==> config.mk <==
export PLATFORM = sky130hd
export DESIGN_NAME = vanilla_trace_arbiter_flat
export DESIGN_NICKNAME = d
export VERILOG_FILES = /design/src/rtl/vanilla_trace_arbiter_if.sv /design/src/rtl/vanilla_trace_arbiter.sv /design/src/flat_wrapper.sv
export SDC_FILE = /design/constraint.sdc
export NUM_CORES = 1
export LEC_CHECK = 0
export ABC_CLOCK_PERIOD_IN_PS = 10750
export BUFFER_PORTS_ARGS = -buffer_cell sky130_fd_sc_hd__buf_2
export CAP_MARGIN = 0
export CORE_AREA = 2 2 280 282
export DETAILED_ROUTE_END_ITERATION = 8
export DIE_AREA = 0 0 282 284
export PLACE_DENSITY = 0.58
export SLEW_MARGIN = 20
export SYNTH_ARGS = -nofsm -noshare
export SYNTH_HDL_FRONTEND = slang
export SYNTH_SLANG_ARGS = --single-unit
==> constraint.sdc <==
create_clock -name clk_i -period 10.75 [get_ports clk_i]
set_clock_uncertainty 0.15 [all_clocks]
set_input_delay 1.075 -clock clk_i [delete_from_list [all_inputs] [get_ports clk_i]]
set_output_delay 1.075 -clock clk_i [all_outputs]
set_load 0.02 [all_outputs]
==> src/rtl/vanilla_trace_arbiter_if.sv <==
// Trace arbiter bus: per-core record inputs, merged output stream, drop counts.
// The slave modport is the arbiter side; the master modport is the core/consumer side.
interface vanilla_trace_arbiter_if #(
  parameter int num_req_p        = 4,
  parameter int rec_width_p      = 128,
  parameter int drop_cnt_width_p = 16
);
  localparam int id_width_lp = $clog2(num_req_p);

  logic                                   trace_en_i;
  logic [num_req_p-1:0]                   v_i;
  logic [num_req_p*rec_width_p-1:0]       data_i;
  // Output handshake: a record transfers in a cycle with v_o=1 and yumi_i=1;
  // yumi_i is only raised while v_o=1, and data_o/id_o hold still until then.
  logic                                   v_o;
  logic [rec_width_p-1:0]                 data_o;
  logic [id_width_lp-1:0]                 id_o;
  logic                                   yumi_i;
  logic [num_req_p*drop_cnt_width_p-1:0]  drop_cnt_o;
  logic                                   idle_o;
  logic [1:0]                             state_o;

  modport slave (
    input  trace_en_i, v_i, data_i, yumi_i,
    output v_o, data_o, id_o, drop_cnt_o, idle_o, state_o
  );

  modport master (
    output trace_en_i, v_i, data_i, yumi_i,
    input  v_o, data_o, id_o, drop_cnt_o, idle_o, state_o
  );
endinterface

==> src/rtl/vanilla_trace_arbiter.sv <==
// Round-robin merge of per-core trace records through one-entry holding registers.
// Optional VANILLA_TRACE_ARB_DROP_CNT_EN builds the per-requester drop counters.
module vanilla_trace_arbiter #(
  parameter int num_req_p        = 4,
  parameter int rec_width_p      = 128,
  parameter int drop_cnt_width_p = 16
) (
  input logic                    clk_i,
  input logic                    reset_n_i,
  vanilla_trace_arbiter_if.slave bus
);
  localparam int id_width_lp = $clog2(num_req_p);

  typedef enum logic [1:0] {
    off_s   = 2'd0,
    run_s   = 2'd1,
    drain_s = 2'd2
  } state_e;

  state_e                   state_r;
  logic [num_req_p-1:0]     hold_v_r;
  logic [rec_width_p-1:0]   hold_data_r [num_req_p];
  logic                     out_v_r;
  logic [rec_width_p-1:0]   out_data_r;
  logic [id_width_lp-1:0]   out_id_r;
  logic [id_width_lp-1:0]   ptr_r;

  logic                     gnt_v;
  logic [id_width_lp-1:0]   gnt_id;
  logic [num_req_p-1:0]     gnt_oh;
  logic [num_req_p-1:0]     cap;
  logic                     running;

  assign running = (state_r == run_s);

  // First full holding register at or after ptr_r, wrapping.
  always_comb begin : arb_search
    int idx;
    idx    = 0;
    gnt_v  = 1'b0;
    gnt_id = '0;
    for (int k = 0; k < num_req_p; k++) begin
      idx = int'(ptr_r) + k;
      if (idx >= num_req_p) idx = idx - num_req_p;
      if (!gnt_v && hold_v_r[idx[id_width_lp-1:0]]) begin
        gnt_v  = 1'b1;
        gnt_id = idx[id_width_lp-1:0];
      end
    end
    if (out_v_r && !bus.yumi_i) gnt_v = 1'b0;
  end

  always_comb begin
    gnt_oh = '0;
    cap    = '0;
    for (int i = 0; i < num_req_p; i++) begin
      gnt_oh[i] = gnt_v && (gnt_id == id_width_lp'(i));
      cap[i]    = bus.v_i[i] && running && (!hold_v_r[i] || gnt_oh[i]);
    end
  end

  always_ff @(posedge clk_i) begin
    if (!reset_n_i) begin
      state_r    <= off_s;
      hold_v_r   <= '0;
      ptr_r      <= '0;
      out_v_r    <= 1'b0;
      out_data_r <= '0;
      out_id_r   <= '0;
    end else begin
      hold_v_r <= (hold_v_r & ~gnt_oh) | cap;

      if (gnt_v) begin
        out_v_r    <= 1'b1;
        out_data_r <= hold_data_r[gnt_id];
        out_id_r   <= gnt_id;
        ptr_r      <= (gnt_id == id_width_lp'(num_req_p - 1)) ? '0
                                                              : gnt_id + id_width_lp'(1);
      end else if (bus.yumi_i) begin
        out_v_r <= 1'b0;
      end

      case (state_r)
        off_s:   if (bus.trace_en_i) state_r <= run_s;
        run_s:   if (!bus.trace_en_i) state_r <= drain_s;
        drain_s: begin
          if (bus.trace_en_i)                 state_r <= run_s;
          else if (!(|hold_v_r) && !out_v_r)  state_r <= off_s;
        end
        default: state_r <= off_s;
      endcase
    end
  end

  // Payload only matters while its valid bit is set, so it carries no reset.
  always_ff @(posedge clk_i) begin
    for (int i = 0; i < num_req_p; i++) begin
      if (cap[i]) hold_data_r[i] <= bus.data_i[i*rec_width_p +: rec_width_p];
    end
  end

`ifdef VANILLA_TRACE_ARB_DROP_CNT_EN
  logic [num_req_p-1:0]        drop;
  logic [drop_cnt_width_p-1:0] drop_cnt_r [num_req_p];

  always_comb begin
    drop = '0;
    for (int i = 0; i < num_req_p; i++) begin
      drop[i] = bus.v_i[i] && running && hold_v_r[i] && !gnt_oh[i];
    end
  end

  always_ff @(posedge clk_i) begin
    for (int i = 0; i < num_req_p; i++) begin
      if (!reset_n_i)                           drop_cnt_r[i] <= '0;
      else if (drop[i] && (drop_cnt_r[i] != '1)) drop_cnt_r[i] <= drop_cnt_r[i] + 1'b1;
    end
  end

  always_comb begin
    bus.drop_cnt_o = '0;
    for (int i = 0; i < num_req_p; i++) begin
      bus.drop_cnt_o[i*drop_cnt_width_p +: drop_cnt_width_p] = drop_cnt_r[i];
    end
  end
`else
  assign bus.drop_cnt_o = {(num_req_p*drop_cnt_width_p){1'b0}};
`endif

  assign bus.v_o     = out_v_r;
  assign bus.data_o  = out_data_r;
  assign bus.id_o    = out_id_r;
  assign bus.idle_o  = (state_r == off_s) && !(|hold_v_r) && !out_v_r;
  assign bus.state_o = state_r;
endmodule

==> src/flat_wrapper.sv <==
// flat-port wrapper written by rule: the top's interface ports become plain ports
module vanilla_trace_arbiter_flat 
#(
  parameter int num_req_p        = 4,
  parameter int rec_width_p      = 128,
  parameter int drop_cnt_width_p = 16
)
  (clk_i, reset_n_i, bus_trace_en_i, bus_v_i, bus_data_i, bus_yumi_i, bus_v_o, bus_data_o, bus_id_o, bus_drop_cnt_o, bus_idle_o, bus_state_o);
  vanilla_trace_arbiter_if #(.num_req_p(num_req_p), .rec_width_p(rec_width_p), .drop_cnt_width_p(drop_cnt_width_p)) bus_i ();
  input logic clk_i;
  input logic reset_n_i;
  input wire logic [$bits(bus_i.trace_en_i)-1:0] bus_trace_en_i;
  input wire logic [$bits(bus_i.v_i)-1:0] bus_v_i;
  input wire logic [$bits(bus_i.data_i)-1:0] bus_data_i;
  input wire logic [$bits(bus_i.yumi_i)-1:0] bus_yumi_i;
  output wire logic [$bits(bus_i.v_o)-1:0] bus_v_o;
  output wire logic [$bits(bus_i.data_o)-1:0] bus_data_o;
  output wire logic [$bits(bus_i.id_o)-1:0] bus_id_o;
  output wire logic [$bits(bus_i.drop_cnt_o)-1:0] bus_drop_cnt_o;
  output wire logic [$bits(bus_i.idle_o)-1:0] bus_idle_o;
  output wire logic [$bits(bus_i.state_o)-1:0] bus_state_o;
  assign bus_i.trace_en_i = bus_trace_en_i;
  assign bus_i.v_i = bus_v_i;
  assign bus_i.data_i = bus_data_i;
  assign bus_i.yumi_i = bus_yumi_i;
  assign bus_v_o = bus_i.v_o;
  assign bus_data_o = bus_i.data_o;
  assign bus_id_o = bus_i.id_o;
  assign bus_drop_cnt_o = bus_i.drop_cnt_o;
  assign bus_idle_o = bus_i.idle_o;
  assign bus_state_o = bus_i.state_o;
  vanilla_trace_arbiter #(.num_req_p(num_req_p), .rec_width_p(rec_width_p), .drop_cnt_width_p(drop_cnt_width_p)) u_core (.clk_i(clk_i), .reset_n_i(reset_n_i), .bus(bus_i));
endmodule
# Word-level counts from Yosys, hierarchy flattened
# Memory sizes are Yosys's and may differ from the RTL's. A register that Yosys moved wholly into a read port is not among the register bits.
# Cells that the tools add are included.
[word_totals]
wordCells = 109
reg_bits = 11
mem_count = 1
mem_bits_rw = 512
[memory_table]
columns = ["memory", "words", "word_bits", "rd", "rd_clocked_by_memory_dff", "wr", "line", "source"]
rows = [
  ["u_core.hold_data_r", 4, 128, 1, 1, 4, "vanilla_trace_arbiter.sv:22", "logic [rec_width_p-1:0] hold_data_r [num_req_p];"],
]
[op_classes]
bitwise = 3
addsub = 8
mux = 37
eq_ne = 8
n_lt_le_gt_ge = 8
n_reduce_logical = 39
[ops]
columns = ["operator", "count"]
rows = [
  ["two-way mux 2 bit", 13],
  ["logical AND 1 bit", 19],
  ["two-way mux 1 bit", 19],
  ["< comparator 2 x 3 -> 1 bit, second input constant", 4],
  ["zero test 1 bit", 11],
  [">= comparator 3 bit, second input constant", 3],
  ["binary-select mux 1 bit (select 2 bit)", 4],
  ["subtractor 2 x 1 -> 2 bit, second input constant", 4],
  ["adder 2 x 2 -> 3 bit, second input constant", 2],
  ["== test 2 bit, second input constant", 3],
  ["one-hot mux 2 bit (3 select lines)", 1],
  ["bitwise AND 4 bit", 1],
  ["== test 2 x 1 -> 1 bit, second input constant", 2],
  ["zero test 2 bit", 2],
  ["logical OR 1 bit", 4],
  ["!= test 2 bit, second input constant", 2],
  ["inverter 4 bit", 1],
  ["bitwise OR 4 bit", 1],
  ["OR reduction 4 bit", 1],
  ["adder 2 x 1 -> 3 bit, second input constant", 1],
  [">= comparator 2 x 3 -> 1 bit, second input constant", 1],
  ["!= test 3 x 2 -> 1 bit, second input constant", 1],
  ["AND reduction 3 bit", 1],
  ["adder 2 x 1 -> 2 bit, second input constant", 1],
  ["nonzero test 2 bit", 1],
]

# Logic depth before layout (Yosys ltp)
# Gate-level depths: netlist of run 1.
[depth]
word_depth = 20
mapped_depth = 10
mapped_depth_nobuf = 8

# Worst setup path after synthesis of run 1
# Ideal clock, no wire load.
[synth_timing]
path_kind = "in2reg"
start = "input port bus_yumi_i"
end = "memory u_core.hold_data_r[3][0] (enable)"
setup_slack_ns = 2.208
arrival_ns = 7.734
t_required_ns = 9.942
path_stages = 4
cell_sequence = "nand2b_1 > and2_1 > nand2_1 > a21oi_1"
[synth_rtl]
columns = ["element", "line", "source"]
rows = [
  ["start: declaration", "flat_wrapper.sv:15", "input wire logic [$bits(bus_i.yumi_i)-1:0] bus_yumi_i;"],
  ["end: declaration", "vanilla_trace_arbiter.sv:22", ""],
]

==> flow_summary_export.csv, run 1 <==
group,metric,value,unit
run_status,status,"complete, but fails checks",
run_status,violations,"slew limit",
floorplanning,die_area,80100,sq um
finish,area_delta_synth_final,26.1,%
global_routing,antenna_found_initial,30,
sta,max_freq,224,MHz
global_routing,track_usage,17.7,%
clocking,cts_tree,"built",
global_routing,overflow,0,
setup_path,cp.required,10.81,ns
yosys,avgSynthCellArea,14.9,sq um
placement,dpl.hpwl,49000,um
floorplanning,start_util,32.1,%
finish,fillerInstances,7278,
sta,slew_viol_final,57,
yosys,yosysSeqAreaShare,73.4,%
placement,routabilityCongestion,0.815,
route,vias,16100,
power_and_ir_drop,power.leakage,12.6,nW
yosys,synth_edf_count,512,
clocking,clkLatencyLatePin,0.61,ns
finish,mostFrequentLayoutCells,"buf_2 (653), edfxtp_1 (512), nand2_1 (141)",
sta,finalHoldViolations,0,
sta,worst_slack,6.29,ns
clocking,htreeDepth,3,
clocking,numClockSinks,651,
yosys,synthDistinctLibCells,36,
worst_hold_path,hold_path.class,"flop to flop",
route,drc,0,
clocking,numCtsBuffers,74,
route,avgRoutedWirePerCell,21.4,um
yosys,syn_area,24700,sq um
power_and_ir_drop,p_per_area,194,nW/um^2
route,via_per_inst,4.71,
floorplanning,io_pins,718,
placement,place_ws,6.19,ns
route,drtIter0Drc,1131,
sta,fin_setup_tns,0,ns
sta,setup_viol_count_final,0,
route,ant_nets,0,
setup_path,arrival,4.52,ns
setup_path,crit_type,"flop to flop",
setup_path,path_cells,"or2_1 > nand4b_1 > and2_4 > inv_1 > ha_1 > nand2_1 > a21oi_4 > buf_4 > buf_4",
sta,worstMarginPinSlew,1.56,ns
setup_path,start_kind,"flop",
global_routing,grt_pass1_vias,16700,
route,wl,72900,um
global_routing,grt_max_degree,250,
clocking,cts_hold_buf,0,
setup_path,cpMaxStageDelayCell,"buf_4",
finish,utilization,40.5,%
sta,period_minus_slack,4.46,ns
job,maxCapViolCount,0,
finish,nNetsFinal,2816,
clocking,clkTransAtPathRegs,0.06,ns
setup_path,cp_max_fo,65,
global_routing,use_met3,4.22,%
finish,layout_commonest_cell,"buf_2",
global_routing,grt.met2_usage,30.6,%
setup_path,critical_path_buf_inv_count,3,
floorplanning,fp.dieW,282,um
yosys,async_flop_share,0,%
yosys,synth_warnings,0,
floorplanning,core,77000,sq um
floorplanning,row_count,102,
setup_path,cp_common_cell,"buf_4",
setup_path,end_kind,"flop",
clocking,clockRootBuffer,"clkbuf_16",
route,first_pass_iters,5,
global_routing,grtUsageMet1,21.3,%
sta,timing.final.crit_share,41.5,%
yosys,ys.flop_type,"edfxtp_1",
global_routing,busiest_layer,"met2",
clocking,clock_path_buffers,3,
floorplanning,die_h,284,um
global_routing,grt_pass1_wl,106000,um
yosys,netlist_instances,1664,
placement,port_buffers,653,
power_and_ir_drop,ir_worst_vdd,0.000131,V
setup_path,cp_top_family,"buffers and inverters",
yosys,ys_ff_latch,651,
clocking,postCtsSetupRepairBufs,0,
sta,rsz0062_at_grt,"false",
sta,timing.slew.headroom,-4.24,%
clocking,cts.repair.resized,0,
setup_path,cpPeakStageDelay,0.81,ns
finish,drive_above_1_share,33.6,%
==> worst paths after layout <==
| path | to | startpoint | cells after the start | slack [ns] |
|---|---|---|---|---|
| hold reg to reg | u_core.bus.data_o[29]$_SDFFE_PN0P_ | u_core.bus.data_o[29]$_SDFFE_PN0P_ | 2 | 0.31 |
| setup reg to reg | u_core.hold_data_r[3][105]$_DFFE_PP_ | u_core.hold_v_r[3]$_SDFF_PN0_ | 9 | 6.29 |
| hold / removal | u_core.bus.data_o[29]$_SDFFE_PN0P_ | u_core.bus.data_o[29]$_SDFFE_PN0P_ | 2 | 0.31 |
| setup / recovery | u_core.hold_data_r[3][105]$_DFFE_PP_ | u_core.hold_v_r[3]$_SDFF_PN0_ | 9 | 6.29 |
==> registers in the layout, summed over array words and instances, names as in the netlist <==
register and count:
u_core.hold_data_r 512, u_core.bus.id_o 2, u_core.bus.data_o 128, u_core.ptr_r 2, u_core.bus.state_o 2, u_core.hold_v_r 4, u_core.bus.v_o 1
==> stage by stage <==
step	instance area (sq um)	power, W	hold WS [ns]	std cells
finish	31200	0.00605	0.313	3411
global route	31200	0.00628	0.340	3409
CTS	31100	0.00612	0.320	3395
detailed placement	28700	0.00360	0.306	3259
global placement	28700	0.00358	0.297	3259
floorplan	25000	0.00335	0.329	1727
==> cells in the mapped netlist, drive strengths merged (2+ instances only) <==
cell type	instances	area [sq um]
o31ai	3	22.5
inv	3	11.3
nor3b	2	15.0
o211ai	127	953
dfxtp	139	2780
nor2b	6	37.5
o21ai	129	646
nor2	4	15.0
and2	4	25.0
nand2	142	541
clkbuf	69	259
or2	2	12.5
a21oi	5	25.0
and3	129	807
a21boi	133	998
nand2b	5	31.3
mux2i	128	1280
buf	109	772
edfxtp	512	15400
==> power breakdown <==
| part | total (W) | internal, W | switching (W) |
|---|---|---|---|
| sequential | 0.00291 | 0.00285 | 0.0000576 |
| combinational | 0.000622 | 0.000227 | 0.000395 |
| clock | 0.00251 | 0.00148 | 0.00103 |
| total | 0.00605 | 0.00457 | 0.00148 |
==> cell type report <==
cell class	count	area (sq um)	area share, %
multi-input combinational	895	5810	18.6
inverter	3	11.3	0.0361
clock buffer	98	2060	6.62
sequential	651	18200	58.2
clock inverter	38	374	1.20
antenna	16	40.0	0.128
tap	1040	1300	4.17
timing repair buffer	670	3420	11.0
==> cell families after synthesis <==
logic type,Yosys count,synth area share (%)
AO/OA/AOI/OAI,402,10.9
adder cells (fa/ha/maj),1,0.0506
buffers and inverters,181,4.22
flip-flops,651,73.4
multiplexers,128,5.18
other,1,0.0152
AND/OR/NAND/NOR,300,6.24
==> worst min-delay path, cell delays in order, from the launching register on <==
cell	delay [ns]
dfxtp_1	0.32
nand2_1	0.05
o211ai_1	0.06
==> per-layer routing <==
layer / part of all wire, % / wire [um]
met1: 39 / 28600
met2: 51 / 36900
met3: 7.1 / 5160
met4: 2.8 / 2050
met5: 0.20 / 144
No activity file was read; power rests on OpenSTA's default activity.
==> run 2: changes to the inputs <==
Settings changed: ABC_CLOCK_PERIOD_IN_PS 10750 to 4640.
Clock period 10.75 ns to 4.64 ns, I/O delays scaled along.
==> flow_summary_export.csv, run 2 (synthesis gave the netlist of run 1 again) <==
group,metric,value,unit
floorplanning,die_h,284,um
setup_path,start_kind,"flop",
finish,drive_above_1_share,27.7,%
power_and_ir_drop,power.leakage,14.8,nW
floorplanning,die_area,80100,sq um
global_routing,grt_max_degree,135,
global_routing,grt_pass1_vias,19700,
global_routing,track_usage,18.8,%
setup_path,reg2reg_from,"u_core.ptr_r[1]$_SDFFE_PN0P_",
global_routing,grt_pass1_wl,114000,um
floorplanning,row_count,102,
floorplanning,start_util,32.1,%
route,first_pass_iters,5,
sta,timing.final.crit_share,69.6,%
finish,nNetsFinal,3334,
setup_path,arrival,3.30,ns
sta,slew_viol_final,0,
worst_hold_path,hold_path.class,"primary input to flop",
finish,area_delta_synth_final,47.5,%
finish,fillerInstances,6589,
sta,max_freq,310,MHz
finish,utilization,47.4,%
clocking,clock_path_buffers,3,
worst_hold_path,hp-start,"bus_v_i[2]",
power_and_ir_drop,p_comb_share,12.8,%
global_routing,antenna_found_initial,23,
sta,period_minus_slack,3.23,ns
finish,largest_reg_flops,512,
placement,dpl.hpwl,48200,um
run_status,status,"finished, final reports clean",
power_and_ir_drop,p_per_area,396,nW/um^2
route,wl,77700,um
setup_path,timing.rr.end,"u_core.hold_data_r[0][68]$_DFFE_PP_",
clocking,numCtsBuffers,73,
sta,fin_setup_tns,0,ns
power_and_ir_drop,internal_power,0.0108,W
setup_path,end_kind,"flop",
power_and_ir_drop,ir_worst_vdd,0.000302,V
power_and_ir_drop,p_total,0.0144,W
route,via_per_inst,4.64,
finish,layout_commonest_cell,"buf_2",
placement,placed_cell_area,28900,sq um
route,ant_nets,0,
setup_path,cp.required,4.71,ns
floorplanning,io_pins,718,
clocking,clkLatencyLatePin,0.62,ns
setup_path,rrSetupSlack,1.41,ns
floorplanning,fp.dieW,282,um
power_and_ir_drop,p_clk_share,40.5,%
clocking,htreeDepth,3,
sta,finalHoldViolations,0,
global_routing,overflow,0,
route,drtIter0Drc,909,
power_and_ir_drop,power_frac_seq,46.7,%
sta,worstMarginPinSlew,1.00,ns
clocking,numClockSinks,651,
clocking,clkTransAtPathRegs,0.06,ns
placement,port_buffers,653,
sta,setup_viol_count_final,0,
clocking,clockRootBuffer,"clkbuf_16",
setup_path,crit_type,"flop to flop",
route,vias,18200,
sta,timing.slew.headroom,33.0,%
placement,routabilityCongestion,0.825,
finish,mostFrequentLayoutCells,"buf_2 (653), dlygate4sd3_1 (513), edfxtp_1 (512)",
finish,fin_area,36500,sq um
worst_hold_path,worstHoldPathCells,3,
finish,largest_register,"u_core.hold_data_r",
setup_path,rr_worst_depth,7,
route,drc,0,
sta,rsz0062_at_grt,"false",
job,maxCapViolCount,0,
route,avgRoutedWirePerCell,19.8,um
floorplanning,core,77000,sq um
setup_path,cp_max_fo,97,
worst_hold_path,min_to,"u_core.hold_v_r[2]$_SDFF_PN0_",
clocking,postCtsSetupRepairBufs,0,
clocking,cts_tree,"built",
power_and_ir_drop,netSwitchingFraction,24.9,%
power_and_ir_drop,p_switching,0.00359,W
run 2: cell count changes in the layout (fill, tap and decap cells not counted), sizes merged, moves of 2 or more:
cell         delta
clkinv         -11
dlygate4sd3   +513
bufinv          -2
clkbuf         +14
clkinvlp        -2
buf             +6
run 2: area by class of cell:
| cell class | instances | area, sq um | area share (%) |
|---|---|---|---|
| diodes | 15 | 37.5 | 0.103 |
| repair buffers | 1189 | 8700 | 23.9 |
| multi-input cells | 895 | 5810 | 15.9 |
| well taps | 1040 | 1300 | 3.57 |
| inverters | 3 | 11.3 | 0.0309 |
| clock inverters | 24 | 307 | 0.840 |
| flip-flops and latches | 651 | 18200 | 49.8 |
| clock buffers | 112 | 2150 | 5.88 |
run 2: routing by layer:
layer,vias up,share of wire [%],track usage (%)
li1,8496,-,-
met1,8779,38,20.8
met2,731,51,33.1
met3,202,6.9,4.78
met4,16,4.3,9.40
met5,-,0.12,0
run 2: worst max-delay path by stage:
stage | end | cells after the start | slack (ns) | from
floorplan | u_core.hold_data_r[3][0]$_DFFE_PP_ | 9 | 0.46 | u_core.hold_v_r[3]$_SDFF_PN0_
global placement | u_core.hold_data_r[1][90]$_DFFE_PP_ | 7 | 1.61 | u_core.ptr_r[1]$_SDFFE_PN0P_
detailed placement | u_core.hold_data_r[0][86]$_DFFE_PP_ | 7 | 1.49 | u_core.ptr_r[1]$_SDFFE_PN0P_
CTS | u_core.hold_data_r[0][105]$_DFFE_PP_ | 7 | 1.46 | u_core.ptr_r[1]$_SDFFE_PN0P_
global route | u_core.hold_data_r[0][68]$_DFFE_PP_ | 7 | 1.20 | u_core.ptr_r[1]$_SDFFE_PN0P_
finish | u_core.hold_data_r[0][68]$_DFFE_PP_ | 7 | 1.41 | u_core.ptr_r[1]$_SDFFE_PN0P_
run 2: timing repair:
item                      4_1_cts  5_1_grt
hold endpoints to repair      514        0
resized for setup               0        0
hold buffers                  513        0
run 2: critical path, cell delays in order (launching register included):
cell and delay, ns:
dfxtp_1 0.41, nand2_1 0.09, a311oi_1 0.54, or2_1 0.26, inv_1 0.11, o31ai_1 0.38, nor2b_4 0.25, buf_12 0.49
run 2: power by group through the flow:
stage / Sequential, W / Combinational (W) / Clock (W)
2_1_floorplan: 0.00703 / 0.000705 / 0
3_3_place_gp: 0.00685 / 0.00145 / 0
3_5_place_dp: 0.00686 / 0.00149 / 0
4_1_cts: 0.00674 / 0.00184 / 0.00599
5_1_grt: 0.00676 / 0.00198 / 0.00621
6_report: 0.00674 / 0.00184 / 0.00585
run 2: per-stage QoR:
stage	cells	hold slack (ns)	setup WS (ns)
after CTS	3914	0.00954	1.46
after global placement	3265	0.296	1.61
final	3929	0.0633	1.41
after global routing	3928	0.0541	1.20
after detailed placement	3265	0.303	1.49
after floorplan	1727	0.329	0.465
==> run 3: changes to the inputs <==
Settings changed: ABC_AREA from default to 1, ABC_CLOCK_PERIOD_IN_PS 4640 to 3050, CORE_AREA 2 2 280 282 to 2 2 279 281, DIE_AREA 0 0 282 284 to 0 0 281 283, PLACE_DENSITY 0.58 to 0.61.
Clock period 4.64 ns to 3.05 ns, I/O delays scaled along.
==> flow_summary_export.csv, run 3 <==
group,metric,value,unit
clocking,clockRootBuffer,"clkbuf_16",
finish,layout_commonest_cell,"buf_2",
setup_path,cp_common_cell,"nand2_1",
floorplanning,io_pins,718,
power_and_ir_drop,power.leakage,17.5,nW
yosys,synth_area_leaders,"edfxtp_1 (58%), dfxtp_1 (10%), nand2_1 (8.9%), nor2_1 (5.7%), inv_1 (4.3%)",
yosys,synth_compound_area_share,1.73,%
global_routing,grt_pass1_wl,135000,um
setup_path,cp_max_fo,57,
clocking,numClockSinks,651,
yosys,yosysSeqAreaShare,68.0,%
route,avgRoutedWirePerCell,18.7,um
finish,nNetsFinal,4280,
setup_path,cpPeakStageDelay,0.39,ns
route,wl,90900,um
floorplanning,row_count,102,
route,first_pass_iters,6,
route,drc,0,
setup_path,start_kind,"flop",
global_routing,overflow,0,
yosys,syn_area,26700,sq um
yosys,ys.flop_type,"edfxtp_1",
yosys,synth_top_family_by_area,"simple AND/OR/NAND/NOR gates",
finish,largest_reg_flops,512,
finish,fillerInstances,6643,
route,dr.max_layer_used,"met5",
power_and_ir_drop,p_per_area,658,nW/um^2
global_routing,antenna_found_initial,17,
finish,seq_area,18200,sq um
clocking,htreeDepth,3,
placement,routabilityCongestion,0.879,
job,maxCapViolCount,0,
yosys,yosys.area_share.simple,21.1,%
sta,setup_viol_count_final,0,
sta,fin_setup_tns,0,ns
sta,rsz0062_at_grt,"false",
global_routing,grt_max_degree,139,
setup_path,path_cells,"inv_6 > nand2_1 > nand2_1 > nor2_1 > a21boi_1 > nand2_1 > a21oi_4 > nand2_1 > a21oi_4 > buf_12",
yosys,synth_warnings,0,
placement,placed_cells,4203,
sta,timing.final.crit_share,93.5,%
route,ant_nets,0,
yosys,avgSynthCellArea,10.2,sq um
power_and_ir_drop,ir_worst_vdd,0.000468,V
finish,fin_area,38800,sq um
route,via_per_inst,4.63,
sta,period_minus_slack,2.85,ns
clocking,clkLatencyLatePin,0.62,ns
yosys,synth_edf_count,512,
placement,dpl.hpwl,56200,um
sta,slew_viol_final,0,
sta,finalHoldViolations,0,
yosys,synth_top_area_share,57.6,%
yosys,yosysMostFrequentCell,"nand2_1",
floorplanning,start_util,34.8,%
route,drtIter0Drc,1773,
yosys,netlist_instances,2605,
yosys,synth_top_area_cell,"edfxtp_1",
finish,multi_input_area,6410,sq um
setup_path,cp.required,3.14,ns
clocking,clkTransAtPathRegs,0.06,ns
finish,mostFrequentLayoutCells,"buf_2 (653), nand2_1 (630), dlygate4sd3_1 (519)",
clocking,numCtsBuffers,74,
placement,placed_cell_area,31000,sq um
clocking,clock_path_buffers,3,
setup_path,end_kind,"flop",
finish,drive_above_1_share,21.9,%
floorplanning,core,76700,sq um
finish,final_cells,4876,
floorplanning,fp.dieW,281,um
sta,worstMarginPinSlew,1.09,ns
global_routing,track_usage,22.2,%
route,met1_length,35500,um
yosys,synthMuxAreaShare,0,%
sta,timing.slew.headroom,27.4,%
floorplanning,die_area,79500,sq um
yosys,async_flop_share,0,%
yosys,synth_xor_area_share,0,%
setup_path,cpMaxStageDelayCell,"dfxtp_4",
setup_path,crit_type,"flop to flop",
yosys,synthDistinctLibCells,31,
floorplanning,die_h,283,um
route,wl_met2,45600,um
route,met3_wirelength,5840,um
yosys,ys_ff_latch,651,
finish,largest_register,"u_core.hold_data_r",
yosys,synth_fa_ha_area_share,0.0469,%
setup_path,arrival,2.94,ns
finish,area_delta_synth_final,45.4,%
placement,port_buffers,653,
sta,max_freq,351,MHz
yosys,synth_common_cells,"nand2_1 (631), edfxtp_1 (512), nor2_1 (402)",
power_and_ir_drop,p_total,0.0255,W
route,vias,22600,
global_routing,grt_pass1_vias,22800,
worst_hold_path,hold_path.class,"primary input to flop",
clocking,cts_tree,"built",
run_status,status,"finished, final reports clean",
[run 3: cell count changes in the layout (fill, tap and decap cells not counted), moves of 129 or more]
cell      delta
nor2_1     +397
nand3_1    +180
a21boi_0   -133
inv_1      +302
nand2_1    +489
and3_1     -129
[run 3: layout make-up]
cell class | count | share of cell area (%)
antenna | 15 | 0.0968
clock buffer | 102 | 5.28
clock inverter | 36 | 1.28
inverter | 313 | 3.05
multi-input combinational | 1496 | 16.5
sequential | 651 | 46.8
tap | 1040 | 3.35
timing repair buffer | 1223 | 23.6
[run 3: worst paths after layout]
kind	cells past startpoint	slack, ns	end	startpoint
hold reg to reg	2	0.35	u_core.bus.id_o[1]$_SDFFE_PN0P_	u_core.bus.id_o[1]$_SDFFE_PN0P_
setup reg to reg	10	0.20	u_core.hold_data_r[1][17]$_DFFE_PP_	u_core.ptr_r[0]$_SDFFE_PN0P_
hold / removal	2	0.23	u_core.hold_data_r[1][76]$_DFFE_PP_	bus_data_i[204]
setup / recovery	10	0.20	u_core.hold_data_r[1][17]$_DFFE_PP_	u_core.ptr_r[0]$_SDFFE_PN0P_
[run 3: through the flow]
stage,hold WS [ns],util [%],setup slack (ns)
3_5_place_dp,0.333,40.4,0.127
5_1_grt,0.207,50.6,0.0340
3_3_place_gp,0.331,40.4,0.166
2_1_floorplan,0.254,-,-1.15
4_1_cts,0.189,50.5,0.124
6_report,0.229,50.6,0.199
[run 3: critical path, delay by kind of cell, from the launching register on]
kind,cells,cell delay [ns]
buffers and inverters,2,0.42
AOI/OAI and AO/OA,3,0.89
and+or+nand+nor,5,0.54
DFF,1,0.39
[run 3: logic make-up after synthesis]
kind of cell	count (synthesis)
flip-flops	651
other	1
adder cells (fa/ha/maj)	1
AND/OR/NAND/NOR	1344
AO/OA/AOI/OAI	87
buffers and inverters	521
[run 3: layer usage]
metal | global-route usage [%] | vias to the layer above
li1 | - | 10700
met1 | 26.6 | 10600
met2 | 38.8 | 1058
met3 | 3.51 | 243
met4 | 10.5 | 4
met5 | 0 | -
[run 3: timing repair]
| item | 4_1_cts | 5_1_grt |
|---|---|---|
| hold endpoints to repair | 522 | 0 |
| resized for setup | 0 | 3 |
| hold buffers | 519 | 0 |
| buffers inserted | 0 | 1 |
| endpoints found under the setup margin | 0 | 200 |
[run 3: report_power, final]
part	total, W	internal (W)	switching [W]
Clock	0.00921	0.00538	0.00383
Combinational	0.00586	0.00201	0.00386
Sequential	0.0104	0.0102	0.000264
